### src/rtl/scroll_banner.sv
// Scrolling 7-segment banner: UART command bytes edit a circular character
// buffer, and a D-wide window over it scrolls left/right at one of four speeds.
module scroll_banner #(
  parameter int TICK_CYCLES = 25_000_000,
  parameter int W           = 10,
  parameter int D           = 6
) (
  input  logic                 clk,
  input  logic                 rst,
  input  logic                 rx_valid,
  input  logic [7:0]           rx_data,
  output logic [5*D-1:0]       disp,
  output logic [$clog2(D)-1:0] cursor,
  output logic                 play,
  output logic                 edit,
  output logic                 dir,
  output logic                 cmd_err
);

  localparam int TW = $clog2(TICK_CYCLES);
  localparam int HW = (W > 1) ? $clog2(W) : 1;
  localparam int CW = $clog2(D);
  localparam logic [4:0] BLANK = 5'h10;

  typedef enum logic [3:0] {
    CMD_NONE,
    CMD_GO,
    CMD_PAUSE,
    CMD_MARK,
    CMD_REV,
    CMD_FASTER,
    CMD_SLOWER,
    CMD_CLEAR,
    CMD_CHAR,
    CMD_BAD
  } cmd_t;

  // Registered state
  logic [4:0]    ent [W];
  logic [HW-1:0] head;
  logic [TW-1:0] tcnt;
  logic [1:0]    speed;
  logic [1:0]    sc;
  logic          blink;
  logic          play_q;
  logic          edit_q;
  logic          dir_q;
  logic [CW-1:0] cur_q;
  logic          err_q;

  // Next-state values
  logic [4:0]    ent_n [W];
  logic [HW-1:0] head_n;
  logic [TW-1:0] tcnt_n;
  logic [1:0]    speed_n;
  logic [1:0]    sc_n;
  logic          blink_n;
  logic          play_n;
  logic          edit_n;
  logic          dir_n;
  logic [CW-1:0] cur_n;
  logic          err_n;

  cmd_t       cmd;
  logic [4:0] char_val;
  logic       tick;
  logic       scroll;
  logic [CW-1:0] cur_inc;

  function automatic logic [HW-1:0] wrap_add(input logic [HW-1:0] a, input int b);
    int s;
    s = int'(a) + b;
    if (s >= W) s = s - W;
    return HW'(s);
  endfunction

  // rx_valid is a one-cycle strobe with no back-pressure: every strobed byte
  // is consumed on the edge where it is presented, back-to-back included.
  always_comb begin
    cmd      = CMD_NONE;
    char_val = BLANK;
    if (rx_valid) begin
      case (rx_data)
        8'h47, 8'h67: cmd = CMD_GO;
        8'h50, 8'h70: cmd = CMD_PAUSE;
        8'h4D, 8'h6D: cmd = CMD_MARK;
        8'h52, 8'h72: cmd = CMD_REV;
        8'h2B:        cmd = CMD_FASTER;
        8'h2D:        cmd = CMD_SLOWER;
        8'h43, 8'h63: cmd = CMD_CLEAR;
        8'h20, 8'h5F: cmd = edit_q ? CMD_CHAR : CMD_BAD;
        default: begin
          if (rx_data >= 8'h30 && rx_data <= 8'h39) begin
            cmd      = edit_q ? CMD_CHAR : CMD_BAD;
            char_val = {1'b0, rx_data[3:0]};
          end else begin
            cmd = CMD_BAD;
          end
        end
      endcase
    end
  end

  assign tick    = (tcnt == TW'(TICK_CYCLES - 1));
  assign cur_inc = (cur_q == CW'(D - 1)) ? '0 : cur_q + CW'(1);

  always_comb begin
    ent_n   = ent;
    head_n  = head;
    tcnt_n  = tick ? '0 : tcnt + TW'(1);
    speed_n = speed;
    sc_n    = sc;
    blink_n = blink;
    play_n  = play_q;
    edit_n  = edit_q;
    dir_n   = dir_q;
    cur_n   = cur_q;
    err_n   = 1'b0;
    scroll  = 1'b0;

    if (tick) begin
      if (edit_q) blink_n = ~blink;
      if (sc == speed) begin
        sc_n   = '0;
        scroll = play_q && !edit_q;
      end else begin
        sc_n = sc + 2'd1;
      end
    end

    if (scroll) begin
      if (dir_q) head_n = (head == '0) ? HW'(W - 1) : head - HW'(1);
      else       head_n = (head == HW'(W - 1)) ? '0 : head + HW'(1);
    end

    // Commands are applied after the tick logic so they override a coincident scroll.
    case (cmd)
      CMD_GO: begin
        play_n = 1'b1;
        edit_n = 1'b0;
      end
      CMD_PAUSE: begin
        play_n = 1'b0;
        edit_n = 1'b0;
      end
      CMD_MARK: begin
        if (!edit_q) begin
          edit_n  = 1'b1;
          cur_n   = '0;
          blink_n = 1'b1;
          tcnt_n  = '0;
        end else begin
          cur_n = cur_inc;
        end
      end
      CMD_REV: dir_n = ~dir_q;
      CMD_FASTER: begin
        speed_n = (speed == 2'd0) ? 2'd0 : speed - 2'd1;
        sc_n    = '0;
        head_n  = head;
      end
      CMD_SLOWER: begin
        speed_n = (speed == 2'd3) ? 2'd3 : speed + 2'd1;
        sc_n    = '0;
        head_n  = head;
      end
      CMD_CLEAR: begin
        for (int i = 0; i < W; i++) ent_n[i] = BLANK;
        head_n = '0;
      end
      CMD_CHAR: begin
        ent_n[wrap_add(head, int'(cur_q))] = char_val;
        cur_n   = cur_inc;
        blink_n = 1'b1;
      end
      CMD_BAD: err_n = 1'b1;
      default: ;
    endcase
  end

  always_ff @(posedge clk) begin
    if (rst) begin
      for (int i = 0; i < W; i++) ent[i] <= 5'(i % 10);
      head   <= '0;
      tcnt   <= '0;
      speed  <= '0;
      sc     <= '0;
      blink  <= 1'b0;
      play_q <= 1'b0;
      edit_q <= 1'b0;
      dir_q  <= 1'b0;
      cur_q  <= '0;
      err_q  <= 1'b0;
    end else begin
      ent    <= ent_n;
      head   <= head_n;
      tcnt   <= tcnt_n;
      speed  <= speed_n;
      sc     <= sc_n;
      blink  <= blink_n;
      play_q <= play_n;
      edit_q <= edit_n;
      dir_q  <= dir_n;
      cur_q  <= cur_n;
      err_q  <= err_n;
    end
  end

  // The cursor cell is blanked during the "off" half of the edit blink.
  always_comb begin
    disp = '0;
    for (int k = 0; k < D; k++) begin
      disp[5*(D-1-k) +: 5] = (edit_q && !blink && (CW'(k) == cur_q)) ? BLANK
                                                                     : ent[wrap_add(head, k)];
    end
  end

  assign cursor  = cur_q;
  assign play    = play_q;
  assign edit    = edit_q;
  assign dir     = dir_q;
  assign cmd_err = err_q;

endmodule

### config.mk
export PLATFORM = sky130hd
export DESIGN_NAME = scroll_banner
export DESIGN_NICKNAME = d
export VERILOG_FILES = /design/src/rtl/scroll_banner.sv
export SDC_FILE = /design/constraint.sdc
export NUM_CORES = 1
export LEC_CHECK = 0
export ABC_AREA = 0
export CORE_AREA = 2 2 120 133
export DETAILED_ROUTE_END_ITERATION = 10
export DIE_AREA = 0 0 122 135
export GPL_ROUTABILITY_DRIVEN = 1
export PLACE_DENSITY = 0.71
export SYNTH_ARGS = -nofsm -noshare
export SYNTH_HDL_FRONTEND = slang
export SYNTH_SLANG_ARGS = --single-unit
### constraint.sdc
create_clock -name clk -period 4.82 [get_ports clk]
set_clock_uncertainty 0.1 [all_clocks]
set_input_delay 1.205 -clock clk [delete_from_list [all_inputs] [get_ports clk]]
set_output_delay 1.205 -clock clk [all_outputs]
set_load 0.03 [all_outputs]
==> out/results.ini <==
[run_status]
status = finished clean

[global_route]
grt_overflow = 0
grt_max_degree = 47
grt_pass1_vias = 6265
grtUsageMet3_pct = 3.34
gr-max-usage-layer = met2
grt_pass1_wl_um = 32100
antenna_found_initial = 0
grt.met1_usage_pct = 32.6
met2_usage_pct = 39.4
grt_usage_pct = 24.4

[pwr]
netSwitchingPower_w = 0.000385
leakage_nw = 3.22
swShare_pct = 25.0
pwr-share-seq_pct = 49.5
powerDensity_nw_per_um2 = 180
peakVddDrop_uv = 172
pwr-share-comb_pct = 4.8
power.share.clock_pct = 45.7
power.internal_w = 0.00115

[clocking]
clock_sinks = 91
cts-root-buf = clkbuf_16
cts_tree = yes
path_clk_slew_ps = 70
htree_levels = 3
clock_latency_ps = 350
cts_inserted_buffers = 9
clk_path_buf_depth = 2

[placement]
port_buffers = 47
routabilityCongestion = 0.988
placed_area_sq_um = 8130
dp_cells = 1126
place_hpwl_um = 15200

[worst_setup_path]
cp_top_family = buffers and inverters
path_max_fanout = 18
arrival_ps = 3360
cp-end-kind = primary output
worst_path_largest_cell_delay_ps = 450
crit_top_cell = buf_4
cp.buffers_inverters = 4
cp.required_ps = 3510
rrSetupSlack_ps = 750
crit_type = flop to primary output
worstPathCellList = buf_4 -> ha_2 -> xor2_1 -> inv_1 -> ha_1 -> a21boi_1 -> o21ai_2 -> buf_4 -> xnor2_4 -> mux2i_1 -> a21oi_1 -> o211ai_1 -> buf_4
slowest_stage = xnor2_4
start_kind = flop

[timing]
finalCritPeriodShare_pct = 96.9
relSlewSlack_pct = 43.4
period_needed_ps = 4670
final.setup.tns_ps = 0
hold_violations = 0
max_freq_mhz = 214
finalSetupViolCount = 0
hold_ws_ps = 375
grt_setup_unrepaired = yes
tightest_slew_ps = 849
slew_violations = 0

[floorplan]
initial_core_util_pct = 49.5
dieArea_sq_um = 16500
core_sq_um = 15000
fp.dieW_um = 122
rows = 47
ios = 48
chipHeight_um = 135

[flow_run]
max_cap_viol_count = 0

[detailed_routing]
ant_nets = 0
first_pass_iters = 5
vias = 7029
wire_per_inst_um = 17.6
vias_per_cell = 6.13
drtIter0Drc = 636
drt_wl_total_um = 20200
drc = 0

[synthesis]
yosysTopAreaCellShare_pct = 24.5
syn_area_sq_um = 7420
syn_nets = 934
synth_commonest_cells = nor2_1, dfxtp_1, nand2_1
synthCells = 897
synth_flop_cell = dfxtp_1
synthArstFlopShare_pct = 0
yosys_warnings = 0
synth_area_leaders = dfxtp_1, mux2_2, mux2i_1, nor2_1, mux4_2
ys_seq_elements = 91
syn_avg_cell_area_sq_um = 8.27
ys_types = 91
yosysMostFrequentCell = nor2_1
synth-seq-area-share_pct = 24.5
yosysTopAreaCell = dfxtp_1
synth_edf_count = 0

[hold_path]
hold_class = flop to flop

[cells_and_area]
fin_cells = 1147
stdcell_area_sq_um = 8560
multi_input_area_sq_um = 5360
ff_latch_area_sq_um = 1820
antenna_cells = 0
n_fill_cell = 1384
synthToLayoutAreaGrowth_pct = 15.3
fin_nets = 983
drive_above_1_share_pct = 18.9

[worst reg2reg max path, cell delays in order, from the launching register on]
cell and delay (ps):
dfxtp_2 340, buf_4 240, ha_1 270, fa_1 490, xor2_1 210, inv_1 80
ha_1 300, nor2b_1 260, o21ai_0 110, o21ai_0 250, o2111a_1 440, nand3_2 280
and3_1 280, or3_1 330
[what timing repair did]
item                       CTS  global route
gates resized for setup      3            28
setup buffers                0             5
hold buffers                 0             0
setup endpoints to repair    4            28
pin swaps                    0             5
[kinds of logic (layout without fill, tap and decap cells)]
group	Yosys count	in the layout	share of synthesized area, %
adder cells (fa/ha/maj)	27	27	4.72
multiplexers	107	107	17.7
AO/OA/AOI/OAI	203	203	18.9
flip-flops	91	91	24.5
AND/OR/NAND/NOR	357	357	25.2
buffers and inverters	74	128	4.40
XOR/XNOR	38	38	4.59
[power by group through the flow]
stage          sequential (W)  combinational [W]  clock, W
6_report             0.000761          0.0000738  0.000704
5_1_grt              0.000762          0.0000811  0.000744
4_1_cts              0.000761          0.0000737  0.000720
3_5_place_dp         0.000779          0.0000736         0
3_3_place_gp         0.000779          0.0000734         0
2_1_floorplan        0.000780          0.0000470         0
[through the flow]
stage	utilization, %	worst slack, ps	total power [W]
finish	57.1	151	0.00154
global route	57.1	-60.6	0.00159
CTS	56.3	2.91	0.00156
detailed placement	54.2	327	0.000853
global placement	54.2	369	0.000852
floorplan	-	8.81	0.000827
[sequential cells by signal, summed over array words and instances, names as in the netlist]
signal,flops
ent,50
play,1
cmd_err,1
blink,1
head,4
tcnt,25
dir,1
speed,2
cursor,3
edit,1
sc,2
[cell usage in the layout, fill, tap and decap left out, types with 7 or more instances in the layout]
master / count
inv_1: 28
xnor2_1: 20
a22oi_1: 9
a21oi_1: 49
and3_1: 21
a211oi_1: 9
mux2_2: 46
xor2_1: 14
a31oi_1: 7
mux4_2: 15
clkdlybuf4s50_1: 19
clkbuf_16: 9
nand2b_1: 12
mux2i_1: 45
dfxtp_1: 90
nor3_1: 15
dlymetal6s2s_1: 10
nor2b_1: 17
a311o_1: 9
o211ai_1: 12
buf_4: 47
or2_2: 7
nand2_1: 81
o21ai_0: 40
ha_1: 21
nand3_1: 27
nor2_1: 109
or3_1: 10
[metal layers]
| metal | wire, um | part of all wire (%) | up-vias |
|---|---|---|---|
| li1 | - | - | 3395 |
| met1 | 9010 | 45 | 3332 |
| met2 | 9280 | 46 | 256 |
| met3 | 1260 | 6.2 | 46 |
| met4 | 674 | 3.3 | 0 |
| met5 | 0 | 0 | - |
[final cells by class]
type	instances	area share, %
multi-input combinational	732	62.6
sequential	91	21.3
timing repair buffer	81	8.33
tap	196	2.86
clock buffer	9	2.63
inverter	31	1.40
clock inverter	7	0.892
[worst paths after layout]
kind / depth (start not counted) / to / start
max: 13 / disp[24] / head[1]$_SDFFE_PP0P_
min: 1 / tcnt[0]$_SDFF_PP0_ / tcnt[0]$_SDFF_PP0_
max reg2reg: 13 / ent[27]$_SDFFE_PP1P_ / head[0]$_SDFFE_PP0P_
min reg2reg: 1 / tcnt[0]$_SDFF_PP0_ / tcnt[0]$_SDFF_PP0_
Power figures use the tool's default switching activity.
